`config.mk`:
```
export PLATFORM = sky130hd
export DESIGN_NAME = dmcache_writer
export DESIGN_NICKNAME = d
export VERILOG_FILES = /design/src/rtl/dmcache_pkg.sv /design/src/rtl/dmcache_writer_wbuf_fifo.sv /design/src/rtl/dmcache_writer.sv
export SDC_FILE = /design/constraint.sdc
export NUM_CORES = 1
export LEC_CHECK = 0
export ABC_AREA = 1
export CELL_PAD_IN_SITES_DETAIL_PLACEMENT = 1
export CELL_PAD_IN_SITES_GLOBAL_PLACEMENT = 1
export CORE_MARGIN = 2
export CORE_UTILIZATION = 45
export CTS_CLUSTER_DIAMETER = 200
export DETAILED_ROUTE_END_ITERATION = 10
export GPL_ROUTABILITY_DRIVEN = 0
export GPL_TIMING_DRIVEN = 0
export PLACE_DENSITY = 0.91
export SLEW_MARGIN = 25
export SYNTH_ARGS = -nofsm -noshare
export SYNTH_HDL_FRONTEND = slang
export SYNTH_SLANG_ARGS = --single-unit
```
`constraint.sdc`:
```
create_clock -name clk -period 4.5 [get_ports clk]
set_clock_uncertainty 0.2 [all_clocks]
set_input_delay 0.9 -clock clk [delete_from_list [all_inputs] [get_ports clk]]
set_output_delay 0.9 -clock clk [all_outputs]
set_load 0.03 [all_outputs]
```
`src/rtl/dmcache_pkg.sv`:
```
// Shared types for the direct-mapped cache write side: default widths,
// cache line and write-buffer entry layouts, and the drain FSM states.
package dmcache_pkg;

   localparam int unsigned AW_DEF    = 8;
   localparam int unsigned DW_DEF    = 8;
   localparam int unsigned IW_DEF    = 3;
   localparam int unsigned DEPTH_DEF = 4;

   // Cache line as stored in the line array: {tag, data}
   typedef struct packed {
      logic [AW_DEF-IW_DEF-1:0] tag;
      logic [DW_DEF-1:0]        data;
   } line_t;

   // Write-buffer entry: one pending RAM write
   typedef struct packed {
      logic [AW_DEF-1:0] addr;
      logic [DW_DEF-1:0] data;
   } wbuf_entry_t;

   typedef enum logic {
      IDLE = 1'b0,
      REQ  = 1'b1
   } drain_state_e;

endpackage

```
`src/rtl/dmcache_writer_wbuf_fifo.sv`:
```
// wbuf_fifo: DEPTH-entry circular write buffer with push/pop, head read,
// tail data overwrite, a tail address match and a parallel address lookup
// across all occupied entries.
module wbuf_fifo #(
   parameter int unsigned AW    = 8,
   parameter int unsigned DW    = 8,
   parameter int unsigned DEPTH = 4
) (
   input  logic                         clk,
   input  logic                         rst_n,
   input  logic                         push,
   input  logic [AW-1:0]                push_addr,
   input  logic [DW-1:0]                push_data,
   input  logic                         pop,
   input  logic                         ovw,
   input  logic [DW-1:0]                ovw_data,
   output logic [AW-1:0]                head_addr,
   output logic [DW-1:0]                head_data,
   input  logic [AW-1:0]                cmp_addr,
   output logic                         tail_hit,
   input  logic [AW-1:0]                chk_addr,
   output logic                         chk_hit,
   output logic [$clog2(DEPTH+1)-1:0]   count
);

   localparam int unsigned PW = $clog2(DEPTH);
   localparam int unsigned CW = $clog2(DEPTH + 1);

   logic [AW-1:0] addr_q [DEPTH];
   logic [AW-1:0] addr_d [DEPTH];
   logic [DW-1:0] data_q [DEPTH];
   logic [DW-1:0] data_d [DEPTH];
   logic [PW-1:0] wr_ptr_q, wr_ptr_d;
   logic [PW-1:0] rd_ptr_q, rd_ptr_d;
   logic [CW-1:0] count_q, count_d;
   logic [PW-1:0] tail_ptr;

   assign tail_ptr  = wr_ptr_q - PW'(1);
   assign head_addr = addr_q[rd_ptr_q];
   assign head_data = data_q[rd_ptr_q];
   assign tail_hit  = (count_q != '0) && (addr_q[tail_ptr] == cmp_addr);
   assign count     = count_q;

   // Next-state for storage, pointers and occupancy
   always_comb begin
      addr_d   = addr_q;
      data_d   = data_q;
      wr_ptr_d = wr_ptr_q;
      rd_ptr_d = rd_ptr_q;
      count_d  = count_q;
      if (push) begin
         addr_d[wr_ptr_q] = push_addr;
         data_d[wr_ptr_q] = push_data;
         wr_ptr_d         = wr_ptr_q + PW'(1);
      end
      if (ovw) begin
         data_d[tail_ptr] = ovw_data;
      end
      if (pop) begin
         rd_ptr_d = rd_ptr_q + PW'(1);
      end
      case ({push, pop})
         2'b10:   count_d = count_q + CW'(1);
         2'b01:   count_d = count_q - CW'(1);
         default: count_d = count_q;
      endcase
   end

   // Address lookup over occupied entries (head..tail) for read hazards
   always_comb begin
      logic [PW-1:0] off;
      off     = '0;
      chk_hit = 1'b0;
      for (int unsigned i = 0; i < DEPTH; i++) begin
         off = PW'(i) - rd_ptr_q;
         if ((CW'(off) < count_q) && (addr_q[i] == chk_addr)) begin
            chk_hit = 1'b1;
         end
      end
   end

   // Buffer state registers
   always_ff @(posedge clk or negedge rst_n) begin
      if (!rst_n) begin
         for (int unsigned i = 0; i < DEPTH; i++) begin
            addr_q[i] <= '0;
            data_q[i] <= '0;
         end
         wr_ptr_q <= '0;
         rd_ptr_q <= '0;
         count_q  <= '0;
      end else begin
         addr_q   <= addr_d;
         data_q   <= data_d;
         wr_ptr_q <= wr_ptr_d;
         rd_ptr_q <= rd_ptr_d;
         count_q  <= count_d;
      end
   end

endmodule

```
`src/rtl/dmcache_writer.sv`:
```
// dmcache_writer: write side of the direct-mapped cache. Accepted CPU byte
// writes update the cache line array (write-allocate) and are posted into a
// write buffer that drains to RAM over a req/ack handshake (write-through).
// Optional build macro WR_COALESCE_EN: a write to the tail entry's address
// merges into that entry instead of taking a new slot.
module dmcache_writer
   import dmcache_pkg::*;
#(
   parameter int unsigned AW    = AW_DEF,
   parameter int unsigned DW    = DW_DEF,
   parameter int unsigned IW    = IW_DEF,
   parameter int unsigned DEPTH = DEPTH_DEF
) (
   input  logic                        clk,
   input  logic                        rst_n,
   input  logic                        wr_valid,
   output logic                        wr_ready,
   input  logic [AW-1:0]               wr_addr,
   input  logic [DW-1:0]               wr_data,
   output logic                        upd_valid,
   output logic [IW-1:0]               upd_index,
   output logic [AW-IW+DW-1:0]         upd_line,
   output logic                        mem_req,
   output logic [AW-1:0]               mem_addr,
   output logic [DW-1:0]               mem_data,
   input  logic                        mem_ack,
   input  logic [AW-1:0]               chk_addr,
   output logic                        chk_pending,
   output logic                        busy,
   output logic [$clog2(DEPTH+1)-1:0]  count
);

   localparam int unsigned CW = $clog2(DEPTH + 1);
   localparam int unsigned LW = AW - IW + DW;

`ifdef WR_COALESCE_EN
   localparam bit COALESCE = 1'b1;
`else
   localparam bit COALESCE = 1'b0;
`endif

   drain_state_e   state_q, state_d;
   logic           mem_req_q, mem_req_d;
   logic [AW-1:0]  mem_addr_q, mem_addr_d;
   logic [DW-1:0]  mem_data_q, mem_data_d;
   logic           upd_valid_q, upd_valid_d;
   logic [IW-1:0]  upd_index_q, upd_index_d;
   logic [LW-1:0]  upd_line_q, upd_line_d;

   logic           pop;
   logic           push;
   logic           wr_fire;
   logic           coal_hit;
   logic           tail_hit;
   logic [AW-1:0]  head_addr;
   logic [DW-1:0]  head_data;
   logic [CW-1:0]  fifo_count;

   // Write acceptance; a merge into the tail entry bypasses the full check,
   // except when the tail is the head currently being presented to RAM
   assign wr_ready = (fifo_count < CW'(DEPTH));
   assign coal_hit = COALESCE & wr_valid & tail_hit
                   & ~((fifo_count == CW'(1)) & (state_q == REQ));
   assign wr_fire  = wr_valid & (wr_ready | coal_hit);
   assign push     = wr_fire & ~coal_hit;

   wbuf_fifo #(
      .AW    (AW),
      .DW    (DW),
      .DEPTH (DEPTH)
   ) u_wbuf (
      .clk       (clk),
      .rst_n     (rst_n),
      .push      (push),
      .push_addr (wr_addr),
      .push_data (wr_data),
      .pop       (pop),
      .ovw       (coal_hit),
      .ovw_data  (wr_data),
      .head_addr (head_addr),
      .head_data (head_data),
      .cmp_addr  (wr_addr),
      .tail_hit  (tail_hit),
      .chk_addr  (chk_addr),
      .chk_hit   (chk_pending),
      .count     (fifo_count)
   );

   // Cache line update: one-cycle pulse with {tag, data} of the accepted write
   always_comb begin
      upd_valid_d = wr_fire;
      upd_index_d = upd_index_q;
      upd_line_d  = upd_line_q;
      if (wr_fire) begin
         upd_index_d = wr_addr[IW-1:0];
         upd_line_d  = {wr_addr[AW-1:IW], wr_data};
      end
   end

   // Drain FSM: load head in IDLE, hold request until ack pops the head
   always_comb begin
      state_d    = state_q;
      mem_req_d  = mem_req_q;
      mem_addr_d = mem_addr_q;
      mem_data_d = mem_data_q;
      pop        = 1'b0;
      case (state_q)
         IDLE: begin
            if (fifo_count != '0) begin
               state_d    = REQ;
               mem_req_d  = 1'b1;
               mem_addr_d = head_addr;
               // A merge into a lone entry lands this edge; forward its data
               mem_data_d = (coal_hit && (fifo_count == CW'(1))) ? wr_data : head_data;
            end
         end
         REQ: begin
            if (mem_ack) begin
               pop       = 1'b1;
               mem_req_d = 1'b0;
               state_d   = IDLE;
            end
         end
         default: begin
            state_d   = IDLE;
            mem_req_d = 1'b0;
         end
      endcase
   end

   // State, RAM port and update port registers
   always_ff @(posedge clk or negedge rst_n) begin
      if (!rst_n) begin
         state_q     <= IDLE;
         mem_req_q   <= 1'b0;
         mem_addr_q  <= '0;
         mem_data_q  <= '0;
         upd_valid_q <= 1'b0;
         upd_index_q <= '0;
         upd_line_q  <= '0;
      end else begin
         state_q     <= state_d;
         mem_req_q   <= mem_req_d;
         mem_addr_q  <= mem_addr_d;
         mem_data_q  <= mem_data_d;
         upd_valid_q <= upd_valid_d;
         upd_index_q <= upd_index_d;
         upd_line_q  <= upd_line_d;
      end
   end

   assign mem_req   = mem_req_q;
   assign mem_addr  = mem_addr_q;
   assign mem_data  = mem_data_q;
   assign upd_valid = upd_valid_q;
   assign upd_index = upd_index_q;
   assign upd_line  = upd_line_q;
   assign busy      = (fifo_count != '0) | mem_req_q;
   assign count     = fifo_count;

endmodule
```
==> flow_summary.yaml, run 1 <==
floorplan:
  die_x_um: 110
  fp.coreArea_um2: 10900
  ios: 68
  die-height_um: 110
  rows: 38
  initial_core_util_pct: 46.2
  die_area_um2: 12000
routing:
  routed_wl_um: 16100
  drt-pass1-iter-count: 5
  drtAntennaViolNets: 0
  first_iter_violations: 242
  vias: 4385
  drcViolationCount: 0
  vias_per_cell: 5.54
  routedWlPerCell_um: 20.4
synth:
  synthArstFlopShare_pct: 100
  yosysWarnings: 0
  yosys-top-cells-area: "dfrtp_1 (53%), nand2_1 (15%), o21ai_0 (8.6%), inv_1 (3.5%), xnor2_1 (2.8%)"
  synth_top_area_share_pct: 52.7
  netlist_top_cells_count: "nand2_1 (201), dfrtp_1 (106), o21ai_0 (86)"
  synth.distinct_cells: 27
  synth_seq_area_share_pct: 52.7
  synth_area_leader_cell: "dfrtp_1"
  synth_edf_count: 0
  syn-instance-count: 571
  synth.net_count: 609
  synth_area_per_cell_um2: 8.81
  ys.flop_type: "dfrtp_1"
  netlist_area_um2: 5030
  yosysMostFrequentCell: "nand2_1"
  ys_ff_latch: 106
pwr:
  power_uw: 4620
  pwr-share-seq_pct: 38.1
  peakVddDrop_uv: 319
  intPower_uw: 2560
  p_clk_share_pct: 14.4
  power_density_nw_per_um2: 761
  switching_share_pct: 44.5
  pwr-share-comb_pct: 47.5
  leakage_uw: 0.00288
  p_sw_uw: 2060
clock_network:
  clock-root-buffer: "clkbuf_8"
  cts_buffer_depth: 2
  hold_buffers: 0
  numCtsBuffers: 9
  clk_pin_slew_ns: 0.10
  cts_tree: "done"
  cts_resized: 0
  cts-htree-levels: 3
  clk_latency_ns: 0.39
  clock-sinks: 106
  post_cts_buffers: 0
placement:
  dpl.hpwl_um: 11300
  port_buffers: 62
  post_dp_cell_area_um2: 5850
global_route:
  grt_pass1_wl_um: 25600
  grt_use_total_pct: 29.1
  grtUsageMet1_pct: 37.0
  grtUsageMet2_pct: 49.3
  met3_usage_pct: 4.86
  grt-ovfl-total: 0
  top_usage_layer: "met2"
  grt_start_max_net_pins: 63
  antenna_found_initial: 1
  grt_pass1_vias: 4755
worst_hold_path:
  hp-class: "input port to async pin"
final_layout:
  fin_nets: 683
  area_growth_pct: 20.8
  final_cell_area_um2: 6070
  drive_above_1_share_pct: 9.08
timing:
  hold_viol_final: 0
  grt_setup_unrepaired: "false"
  setup_violations: 0
  tightestPinTransition_ns: 0.850
  slew-limit-headroom_pct: 43.3
  fmax_mhz: 236
  drv_slew: 0
  post-route-min-period_ns: 4.25
  period_share_pct: 94.4
flow_run:
  drv_cap: 0
worst_setup_path:
  crit_required_ns: 3.40
  path_max_fanout: 10
  critPathCaptureType: "output port"
  cp.arrival_ns: 3.15
  cp-start-kind: "register"
  worstSetupPathType: "register to output port"
outcome:
  outcome: "finished clean"
==> per-stage QoR <==
step | hold slack [ns] | instances | TNS [ns] | setup WS [ns] | util [%]
after floorplan | 0.253 | 571 | 0 | 1.62 | -
final | 0.229 | 791 | 0 | 0.254 | 55.8
after global routing | 0.259 | 790 | 0 | 0.118 | 55.8
after detailed placement | 0.274 | 774 | 0 | 0.616 | 53.8
after CTS | 0.246 | 790 | 0 | 0.259 | 55.8
after global placement | 0.266 | 773 | -164.61 | -1.56 | 53.5
==> metal layers <==
| metal | vias to the layer above | wire length [µm] |
|---|---|---|
| li1 | 1958 | - |
| met1 | 2253 | 6790 |
| met2 | 140 | 8230 |
| met3 | 34 | 742 |
| met4 | 0 | 364 |
| met5 | - | 0 |
==> state kept, by name, indices dropped and copies added (netlist names) <==
name and count:
mem_req 1, u_wbuf.data_q 32, u_wbuf.addr_q 32, mem_addr 8, upd_line 13, u_wbuf.count 3
u_wbuf.rd_ptr_q 2, upd_index 3, u_wbuf.wr_ptr_q 2, state_q 1, upd_valid 1, mem_data 8
==> placed cells by master (no fill, tap or decap), types with 5 or more instances in the layout <==
cell and n:
nand2_1 201, dfrtp_1 106, nor2_1 20, mux2_4 5, clkbuf_8 11, ha_1 9
xor2_1 9, buf_2 11, o21ai_0 86, mux2_2 9, clkdlybuf4s50_1 61, xnor2_1 16
inv_1 47, clkbuf_1 10, nand4_1 15
==> critical path, stage by stage, from the launching register on <==
cell and delay (ns):
dfrtp_1 0.50, nor2_2 0.43, clkbuf_8 0.29, nor2_1 0.10
ha_1 0.29, nand2_1 0.09, nand2_1 0.05, nand2_1 0.07
nand3_1 0.07, nor2_1 0.10, nor2_1 0.05, nand2_1 0.06
clkdlybuf4s50_1 0.66
==> kinds of logic after synthesis <==
group                    Yosys count  share of synthesized area (%)
AO/OA/AOI/OAI                     94                           9.90
XOR/XNOR                          25                           4.35
adder cells (fa/ha/maj)           10                           2.64
buffers and inverters             76                           6.74
flip-flops                       106                           52.7
multiplexers                      14                           3.51
AND/OR/NAND/NOR                  246                           20.1
==> power by group through the flow <==
| stage | registers (µW) | clock network [µW] | logic [µW] |
|---|---|---|---|
| after global placement | 1710 | 0 | 2010 |
| after CTS | 1750 | 671 | 2200 |
| after detailed placement | 1760 | 0 | 2170 |
| after floorplan | 1950 | 0 | 1080 |
| final | 1760 | 665 | 2200 |
| after global routing | 1800 | 713 | 2390 |
==> path summary, 6_finish.rpt <==
check / startpoint / end / slack [ns] / depth (start not counted)
min in group clk: upd_line[2] / upd_line[2] / 0.30 / 2
worst min register to register: upd_line[2] / upd_line[2] / 0.30 / 2
worst max register to register: u_wbuf.count[2] / u_wbuf.count[2] / 1.61 / 9
worst min-delay path: rst_n / upd_line[7] / 0.23 / 1
max in group asynchronous: rst_n / u_wbuf.data_q[12] / 3.22 / 2
worst max-delay path: u_wbuf.rd_ptr_q[0] / chk_pending / 0.25 / 12
==> final cells by class <==
| class | count | area [µm²] |
|---|---|---|
| antenna | 1 | 2.50 |
| buffer | 25 | 148 |
| clock buffer | 11 | 141 |
| clock inverter | 5 | 77.6 |
| fill | 1298 | 4810 |
| inverter | 51 | 191 |
| multi-input combinational | 389 | 2040 |
| sequential | 106 | 2650 |
| tap | 140 | 175 |
| timing repair buffer | 63 | 649 |
Note: power is estimated with default switching activity, not from simulation.
==> run 2, diff against run 1 <==
Settings changed: CELL_PAD_IN_SITES_DETAIL_PLACEMENT 1 to default, CELL_PAD_IN_SITES_GLOBAL_PLACEMENT 1 to default, CORE_UTILIZATION 45 to 59.
==> run 2 against run 1 <==
Critical path depth did not move. Die area fell by 23%. Utilization rose by 17 points. Clock power fell by 2%. Fmax rose by 3.8%. Power fell by 2.4%. Largest cell class unchanged. Cell count fell by 4.7%. Largest power group unchanged. Count of clock-buffer cells in the layout fell by 2.
==> flow_summary.yaml, run 2 (same netlist as run 1, synthesis figures left out) <==
timing:
  setup_violations: 0
  tns_ns: 0
  post-route-min-period_ns: 4.09
  tightestPinTransition_ns: 0.725
  hold_viol_final: 0
  slew-limit-headroom_pct: 51.7
  period_share_pct: 90.9
  drv_slew: 0
  hold_ws_ns: 0.240
  fmax_mhz: 244
  grt_setup_unrepaired: "false"
global_route:
  grt_pass1_wl_um: 21600
  met3_usage_pct: 7.52
  grt_start_max_net_pins: 64
  grtUsageMet2_pct: 51.9
  grtUsageMet1_pct: 39.6
  grt-ovfl-total: 0
  grt_use_total_pct: 31.6
  grt_pass1_vias: 4430
  antenna_found_initial: 0
  top_usage_layer: "met2"
worst_setup_path:
  critPathCaptureType: "output port"
  cp.arrival_ns: 2.99
  crit_required_ns: 3.40
  worstSetupPathType: "register to output port"
  cp-start-kind: "register"
  path_max_fanout: 10
placement:
  port_buffers: 62
  dpl.hpwl_um: 9210
  post_dp_cell_area_um2: 5810
  placedCellCount: 739
floorplan:
  fp.coreArea_um2: 8260
  die_area_um2: 9280
  rows: 33
  initial_core_util_pct: 60.9
  ios: 68
  die_x_um: 96.3
  die-height_um: 96.3
clock_network:
  post_cts_buffers: 0
  cts_tree: "done"
  clock-sinks: 106
  hold_buffers: 0
  numCtsBuffers: 9
  clk_latency_ns: 0.38
  cts_buffer_depth: 2
  clock-root-buffer: "clkbuf_8"
  cts_resized: 0
  cts-htree-levels: 3
  clk_pin_slew_ns: 0.10
flow_run:
  drv_cap: 0
final_layout:
  antenna_cells: 0
  mostFrequentLayoutCell: "nand2_1"
  layoutNonFillerInstCount: 754
  final_cell_mix: "nand2_1 (201), dfrtp_1 (106), o21ai_0 (86), clkdlybuf4s50_1 (61), inv_1 (47)"
  final_cell_area_um2: 6020
  area_growth_pct: 19.8
  drive_above_1_share_pct: 9.09
  fin_nets: 683
pwr:
  peakVddDrop_uv: 448
  leakage_uw: 0.00287
  power_density_nw_per_um2: 749
routing:
  routedWlPerCell_um: 17.9
  drtAntennaViolNets: 0
  drt-pass1-iter-count: 6
  vias: 4372
  first_iter_violations: 536
  drcViolationCount: 0
  routed_wl_um: 13500
  vias_per_cell: 5.80
outcome:
  outcome: "finished clean"
worst_hold_path:
  hp-class: "input port to async pin"
[run 2: worst max-delay path: stages, from the launching register on]
cell             delay, ns
dfrtp_1               0.49
nor2_2                0.38
clkbuf_8              0.27
nor2_1                0.09
ha_1                  0.27
nand2_1               0.07
nand2_1               0.04
nand2_1               0.07
nand3_1               0.08
nor2_1                0.09
nor2_1                0.04
nand2_1               0.06
clkdlybuf4s50_1       0.66
[run 2: area by class of cell]
class | count | area [µm²]
multi-input combinational | 389 | 2040
fill | 563 | 2230
inverter | 51 | 191
clock inverter | 6 | 91.3
buffer | 25 | 148
tap | 105 | 131
timing repair buffer | 63 | 649
sequential | 106 | 2650
clock buffer | 9 | 124
[run 2: final timing paths]
path                               startpoint               to  slack [ns]  cells after the start
max                        u_wbuf.rd_ptr_q[0]      chk_pending        0.41                     12
min                                     rst_n     upd_index[0]        0.24                      1
max reg2reg                   u_wbuf.count[2]  u_wbuf.count[2]        1.82                      9
min reg2reg                      upd_line[10]     upd_line[10]        0.30                      2
max in group asynchronous               rst_n     upd_line[10]        3.24                      2
min in group clk                 upd_line[10]     upd_line[10]        0.30                      2
[run 2: stage by stage]
| stage | util, % | total power (µW) | setup WS (ns) |
|---|---|---|---|
| after floorplan | - | 3030 | 1.62 |
| after global placement | 70.0 | 3680 | -1.38 |
| after detailed placement | 70.3 | 3810 | 0.643 |
| after CTS | 73.0 | 4480 | 0.427 |
| after global routing | 73.0 | 4780 | 0.211 |
| final | 73.0 | 4510 | 0.408 |
[run 2: power breakdown]
group	total, µW	internal, µW	switching [µW]	leakage [µW]
combinational	2120	848	1280	0.00145
clock	650	312	338	0.0000979
sequential	1740	1380	356	0.00133
[run 2: routing by layer]
metal,part of all wire (%),routed length [µm],vias to the layer above
met2,49,6650,281
met5,0,0,-
li1,-,-,1959
met4,4.4,591,0
met3,9.8,1320,63
met1,37,4920,2069
